--- config.mk ---
export PLATFORM = sky130hd
export DESIGN_NAME = control_fsm
export DESIGN_NICKNAME = d
export VERILOG_FILES = /design/src/rtl/control_fsm.sv
export SDC_FILE = /design/constraint.sdc
export NUM_CORES = 1
export LEC_CHECK = 0
export CORE_AREA = 2 2 43 45
export DETAILED_ROUTE_END_ITERATION = 7
export DIE_AREA = 0 0 45 47
export PLACE_DENSITY = 0.69
export SLEW_MARGIN = 20
export SYNTH_ARGS = -nofsm -noshare
export SYNTH_HDL_FRONTEND = slang
export SYNTH_SLANG_ARGS = --single-unit
--- constraint.sdc ---
create_clock -name clk -period 1.6 [get_ports clk]
set_clock_uncertainty 0.05 [all_clocks]
set_input_delay 0.24 -clock clk [delete_from_list [all_inputs] [get_ports clk]]
set_output_delay 0.24 -clock clk [all_outputs]
set_load 0.05 [all_outputs]
--- src/rtl/control_fsm.sv ---
// Multicycle RISC-V main controller: Moore state machine sequencing fetch, decode,
// memory, ALU, branch and jump steps, with an opcode-driven immediate selector.
module control_fsm #(
  parameter bit ILLEGAL_HALT = 1'b0
) (
  input  logic       clk,
  input  logic       reset,
  input  logic [6:0] op,
  input  logic       Zero,
  output logic       PCWrite,
  output logic       AdrSrc,
  output logic       IRWrite,
  output logic       MemWrite,
  output logic       RegWrite,
  output logic [1:0] ResultSrc,
  output logic [1:0] ALUSrcA,
  output logic [1:0] ALUSrcB,
  output logic [1:0] ALUOp,
  output logic [1:0] ImmSrc,
  output logic [3:0] state
);

  typedef enum logic [3:0] {
    S_FETCH    = 4'd0,
    S_DECODE   = 4'd1,
    S_MEMADR   = 4'd2,
    S_MEMREAD  = 4'd3,
    S_MEMWB    = 4'd4,
    S_MEMWRITE = 4'd5,
    S_EXECUTER = 4'd6,
    S_EXECUTEI = 4'd7,
    S_ALUWB    = 4'd8,
    S_BEQ      = 4'd9,
    S_JAL      = 4'd10,
    S_HALT     = 4'd11
  } state_t;

  localparam logic [6:0] OP_LOAD  = 7'b0000011;
  localparam logic [6:0] OP_STORE = 7'b0100011;
  localparam logic [6:0] OP_RTYPE = 7'b0110011;
  localparam logic [6:0] OP_ITYPE = 7'b0010011;
  localparam logic [6:0] OP_BEQ   = 7'b1100011;
  localparam logic [6:0] OP_JAL   = 7'b1101111;

  state_t r_state;
  state_t w_next_state;
  logic   w_pc_update;
  logic   w_branch;
  logic   w_ir_write;
  logic   w_mem_write;
  logic   w_reg_write;

  // NOTE: sequential state uses non-blocking assignment so every flop samples
  // the pre-edge values of its inputs regardless of block evaluation order.
  always_ff @(posedge clk or posedge reset) begin
    if (reset) r_state <= S_FETCH;
    else       r_state <= w_next_state;
  end

  // NOTE: each combinational block assigns a default to every output first, so
  // no path through the case leaves a signal unassigned and infers a latch.
  always_comb begin
    w_next_state = S_FETCH;
    case (r_state)
      S_FETCH:  w_next_state = S_DECODE;
      S_DECODE: begin
        case (op)
          OP_LOAD, OP_STORE: w_next_state = S_MEMADR;
          OP_RTYPE:          w_next_state = S_EXECUTER;
          OP_ITYPE:          w_next_state = S_EXECUTEI;
          OP_BEQ:            w_next_state = S_BEQ;
          OP_JAL:            w_next_state = S_JAL;
          default:           w_next_state = ILLEGAL_HALT ? S_HALT : S_FETCH;
        endcase
      end
      S_MEMADR:   w_next_state = (op == OP_LOAD) ? S_MEMREAD : S_MEMWRITE;
      S_MEMREAD:  w_next_state = S_MEMWB;
      S_EXECUTER,
      S_EXECUTEI,
      S_JAL:      w_next_state = S_ALUWB;
      S_HALT:     w_next_state = S_HALT;
      default:    w_next_state = S_FETCH;
    endcase
  end

  always_comb begin
    w_pc_update = 1'b0;
    w_branch    = 1'b0;
    w_ir_write  = 1'b0;
    w_mem_write = 1'b0;
    w_reg_write = 1'b0;
    AdrSrc      = 1'b0;
    ResultSrc   = 2'b00;
    ALUSrcA     = 2'b00;
    ALUSrcB     = 2'b00;
    ALUOp       = 2'b00;
    case (r_state)
      S_FETCH: begin
        w_ir_write  = 1'b1;
        w_pc_update = 1'b1;
        ALUSrcB     = 2'b10;
        ResultSrc   = 2'b10;
      end
      S_DECODE: begin
        ALUSrcA = 2'b01;
        ALUSrcB = 2'b01;
      end
      S_MEMADR: begin
        ALUSrcA = 2'b10;
        ALUSrcB = 2'b01;
      end
      S_MEMREAD: AdrSrc = 1'b1;
      S_MEMWB: begin
        ResultSrc   = 2'b01;
        w_reg_write = 1'b1;
      end
      S_MEMWRITE: begin
        AdrSrc      = 1'b1;
        w_mem_write = 1'b1;
      end
      S_EXECUTER: begin
        ALUSrcA = 2'b10;
        ALUOp   = 2'b10;
      end
      S_EXECUTEI: begin
        ALUSrcA = 2'b10;
        ALUSrcB = 2'b01;
        ALUOp   = 2'b10;
      end
      S_ALUWB: w_reg_write = 1'b1;
      S_BEQ: begin
        ALUSrcA  = 2'b10;
        ALUOp    = 2'b01;
        w_branch = 1'b1;
      end
      S_JAL: begin
        ALUSrcA     = 2'b01;
        ALUSrcB     = 2'b10;
        w_pc_update = 1'b1;
      end
      default: ;
    endcase
  end

  // Write enables are masked by reset so an interrupted instruction commits nothing.
  assign PCWrite  = (w_pc_update | (w_branch & Zero)) & ~reset;
  assign IRWrite  = w_ir_write  & ~reset;
  assign MemWrite = w_mem_write & ~reset;
  assign RegWrite = w_reg_write & ~reset;
  assign state    = r_state;

  always_comb begin
    ImmSrc = 2'b00;
    case (op)
      OP_STORE: ImmSrc = 2'b01;
      OP_BEQ:   ImmSrc = 2'b10;
      OP_JAL:   ImmSrc = 2'b11;
      default:  ImmSrc = 2'b00;
    endcase
  end

endmodule

# ---- After elaboration in Yosys (flattened, before gate mapping)
# Cells that the tools add are included.
dict set report totals {
  elab_cells 49
  latch_bits 0
  ff_bits 4
  out_inout_bits 19
  ram_bits 0
  mem_bits_ro 0
  memories 0
}
dict set report classes {
  muxes 14
  bitwise_logic 7
  n_eq_ne 17
  n_reduce_logical 10
  n_lt_le_gt_ge 0
  div 0
  add_sub_neg 0
  n_mul 0
  shifts 0
}
# cell n
set ops {}
lappend ops {{$pmux W4 S6} 1}
lappend ops {{$pmux W4 S5} 1}
lappend ops {{$eq A4 B3 Y1 const B} 4}
lappend ops {{$eq A4 B4 Y1 const B} 4}
lappend ops {{$pmux W2 S2} 4}
lappend ops {{$eq A7 B6 Y1 const B} 2}
lappend ops {{$eq A7 B7 Y1 const B} 2}
lappend ops {{$reduce_or A2 Y1} 6}
lappend ops {{$eq A4 B2 Y1 const B} 2}
lappend ops {{$eq A7 B2 Y1 const B} 1}
lappend ops {{$eq A7 B5 Y1 const B} 1}
lappend ops {{$mux W1} 6}
lappend ops {{$pmux W2 S3} 1}
lappend ops {{$reduce_or A3 Y1} 2}
lappend ops {{$and A1 B1 Y1} 5}
lappend ops {{$eq A4 B1 Y1 const B} 1}
lappend ops {{$logic_not A4 Y1} 1}
lappend ops {{$reduce_or A4 Y1} 1}
lappend ops {{$mux W3} 1}
lappend ops {{$not A1 Y1} 1}
lappend ops {{$or A1 B1 Y1} 1}

# ---- Longest topological paths before layout
dict set report logic_depth {
  depth_word 5
  depth_mapped 5
  depth_no_buf 3
}

# ---- Worst setup path before layout
# OpenSTA, ideal clock, no wires.
dict set report synth_timing {
  kind {register -> output}
  start {reg r_state[1], in the netlist state[1]}
  end {out PCWrite}
  arrival_ns 2.608
  path_slack_ns -1.298
  stages_incl_launch_ff 5
  path_buffers 1
  cell_sequence {dfrtp_1 -> buf_2 -> xor2_1 -> nor3_1 -> o21a_1}
}
dict set report synth_via {
  elab_chain_cells 5
}
# element line_no
set synth_rtl {}
lappend synth_rtl {{start: declaration} 45} ;# state_t r_state;
lappend synth_rtl {{start signal: assignment} 57} ;# else r_state <= w_next_state;
lappend synth_rtl {{$eq A4 B4 Y1 / $logic_not A4 Y1 (equally long branches)} 97} ;# case (r_state)
lappend synth_rtl {{$reduce_or A2 Y1 (no line) / $mux W1 (equally long branches)} --}
lappend synth_rtl {{$mux W1 / $and A1 B1 Y1 (equally long branches)} {97, 146}}
lappend synth_rtl {{$or A1 B1 Y1 (*)} 146} ;# assign PCWrite = (w_pc_update | (w_branch & Zero)) & ~reset;
lappend synth_rtl {{$and A1 B1 Y1 (*)} 146}
lappend synth_rtl {{end: declaration} 10} ;# output logic PCWrite,
# Every way passes the cells marked *; elsewhere a longest branch is shown, timed or not.

# ---- Final worst setup path
# Ends and elaborated chain as after synthesis.

==> run summary <==
Outcome -> finished with violations
Failing checks -> negative setup slack
Hold Violations, Final -> 0
Net Switching -> 0.735 mW
Max FFs per register -> 4
Worst Tran Pin Value -> 0.294 ns
Synthesis-to-finish area growth -> 168%
Vias per inst -> 5.30
Reg2Reg Depth -> 5
Crit Path Max Fanout -> 6
Synth Register Bits -> 4
Share of cells above drive strength 1 -> 71.0%
Global-route wire length before repair -> 3.45 mm
Comb power frac -> 81.9%
Max transition margin -> 80.4%
CTS sink count -> 4
Largest net degree at the start of global routing -> 9
Via count -> 748
Clk buf depth -> 2
Initial antenna violation count -> 0
Startpoint types -> register
Mapped Cells -> 62
Initial Util -> 32.6%
WS Path Type -> reg -> out
YS warnings -> 0
Launching point of the worst reg2reg path -> state[0]$_DFF_PP0_
Seq pwr share -> 9.7%
Switching Fraction -> 45.9%
Num rows -> 15
CORE AREA -> 0.00165 sq mm
# nets final -> 136
Met2 Usage GRT -> 43.7%
VDD IR-drop max -> 0.932 mV
Root Driver -> clkbuf_4
Die Wd -> 45 microns
CP arrival -> 1.44 ns
CTS tree -> done
Crit path launch -> state[1]$_DFF_PP0_
TritonRoute pass-1 iters -> 4
Fmax -> 0.579 GHz
Critical Path End Type -> primary output
Total power -> 1.60 mW
Clock share of power -> 8.4%
Placed cells -> 123
Seq/Total Area, Yosys -> 18.6%
Most common cell after layout, fill and taps aside -> buf_4
Filler Cell Count -> 76
# diodes -> 0
PwrDens -> 1110 mW/mm^2
Die area -> 0.00212 sq mm
GP Congestion -> 0.759
Crit path to -> PCWrite
PortBufs -> 28
H-tree depth -> 1
Clock-pin transition on the worst setup and hold timing paths -> 0.04 ns
Setup repair after global routing missed its margin -> yes
Avg Inst Size Synth -> 8.68 sq um
First DRT Iteration DRCs -> 11
Data required time of the worst path -> 1.31 ns
Commonest cells after routing, fill and taps aside -> buf_4 (26), buf_12 (20), buf_6 (9)
Met1 usage in global routing -> 23.9%
Final worst slack -> -0.127 ns
Hold/Removal Path Class -> in -> async
Max-slew violations -> 0
Minimum clock period -> 1.73 ns
Met3 Usage GRT -> 3.46%
GRT Overall Usage -> 22.8%
Routed WL -> 2.19 mm
Non-Filler Instances -> 141
P_leak -> 0.643 nW
CTS buffer count -> 3
Max-Cap Viols -> 0
Mean routed wirelength per cell -> 15.6 microns
Gr busiest metal -> met2
DRC Markers -> 0
Skew-Pair Late Insertion Delay -> 0.24 ns
DP Wirelength -> 1.46 mm
Number of global-route vias before repair -> 808
Unique cell type count in the Yosys netlist -> 34
Overflow after GRT -> 0
Final ANT Viol Nets -> 0
Mapped Nets -> 72
IO Count -> 29
Fin crit share -> 108%
R2R Setup Slk -> 0.11 ns
Internal -> 0.865 mW
# setup viols final -> 11
Die Y -> 47 microns
Mapped cell area -> 538 sq um
Reg2Reg Capture Point -> state[2]$_DFF_PP0_
[cell usage after synthesis]
cell      n  area [sq um]
nor4_2    1          12.5
o21a_1    1          7.51
nor2_1    5          18.8
nor4_4    1          21.3
a211o_1   1          8.76
o221a_1   1          11.3
a221oi_2  1          15.0
buf_4     1          7.51
and4bb_4  2          32.5
buf_6     3          33.8
a21oi_1   1          5.00
o21bai_1  1          7.51
xor2_1    3          26.3
and3_1    1          6.26
nand2b_1  3          18.8
and3b_1   1          8.76
and4_4    1          11.3
and2b_2   1          8.76
nor3b_1   2          15.0
o22a_1    1          8.76
nand3_1   2          10.0
o211ai_1  2          15.0
nor3_1    5          25.0
xnor2_1   2          17.5
nor2b_1   2          12.5
nand2_1   2          7.51
inv_1     3          11.3
a211oi_1  1          7.51
and4_1    1          8.76
nand4_1   1          6.26
dfrtp_1   4           100
a22oi_1   1          7.51
buf_2     1          5.00
and2_1    3          18.8
[per-layer routing]
metal | routed length (microns) | part of all wire (%) | vias up
li1 | - | - | 354
met1 | 781 | 36 | 356
met2 | 1250 | 57 | 32
met3 | 107 | 4.9 | 6
met4 | 53 | 2.4 | 0
met5 | 0 | 0 | -
[final cells by class]
class | count | area [sq um] | area share (%)
clock buffers | 3 | 22.5 | 1.56
inverters | 3 | 16.3 | 1.13
multi-input cells | 50 | 508 | 35.2
flip-flops and latches | 4 | 105 | 7.28
well taps | 17 | 21.3 | 1.47
repair buffers | 64 | 771 | 53.4
[power by group through the flow]
stage / clock, mW / combinational, mW / sequential (mW)
floorplan: 0 / 0.597 / 0.200
global placement: 0 / 1.17 / 0.170
detailed placement: 0 / 1.19 / 0.174
CTS: 0.134 / 1.28 / 0.154
global route: 0.138 / 1.37 / 0.160
finish: 0.134 / 1.31 / 0.156
[logic make-up (layout without fill, tap and decap cells)]
logic type,Yosys count,count (layout),share of synthesized area (%)
AO/OA/AOI/OAI,11,11,17.4
XOR/XNOR,5,5,8.14
buffers and inverters,8,70,10.7
flip-flops,4,4,18.6
AND/OR/NAND/NOR,34,34,45.1
[per-stage QoR]
stage	setup WS, ns	area (sq um)	setup TNS [ns]	util (%)	hold slack, ns
floorplan	-0.445	649	-1.45	-	-0.0265
global placement	-0.225	1250	-0.448	75.8	0.575
detailed placement	-0.261	1250	-0.555	75.8	0.578
CTS	-0.117	1390	-0.730	84.2	0.465
global route	-0.173	1440	-1.37	87.4	0.481
finish	-0.127	1440	-0.781	87.4	0.454
[worst min path at each step]
stage               slack [ns]            endpoint  cells after the start          startpoint
floorplan                -0.03  state[0]$_DFF_PP0_                      1               reset
global placement          0.58  state[0]$_DFF_PP0_                      2  state[2]$_DFF_PP0_
detailed placement        0.58  state[0]$_DFF_PP0_                      2  state[2]$_DFF_PP0_
CTS                       0.46  state[0]$_DFF_PP0_                      3               reset
global route              0.48  state[0]$_DFF_PP0_                      3               reset
finish                    0.45  state[0]$_DFF_PP0_                      3               reset
[critical path, stage by stage (launching register included)]
cell      delay, ns
dfrtp_2        0.46
and4bb_4       0.34
and2_4         0.14
o21a_4         0.13
buf_12         0.13
[what timing repair did]
action | in CTS | in global routing
hold endpoints to repair | 0 | 0
setup endpoints to repair | 15 | 14
resized for setup | 26 | 9
pin swaps | 12 | 6
hold buffers | 0 | 0
gates cloned | 0 | 0
setup buffers | 10 | 5
Power figures use the tool's default switching activity.
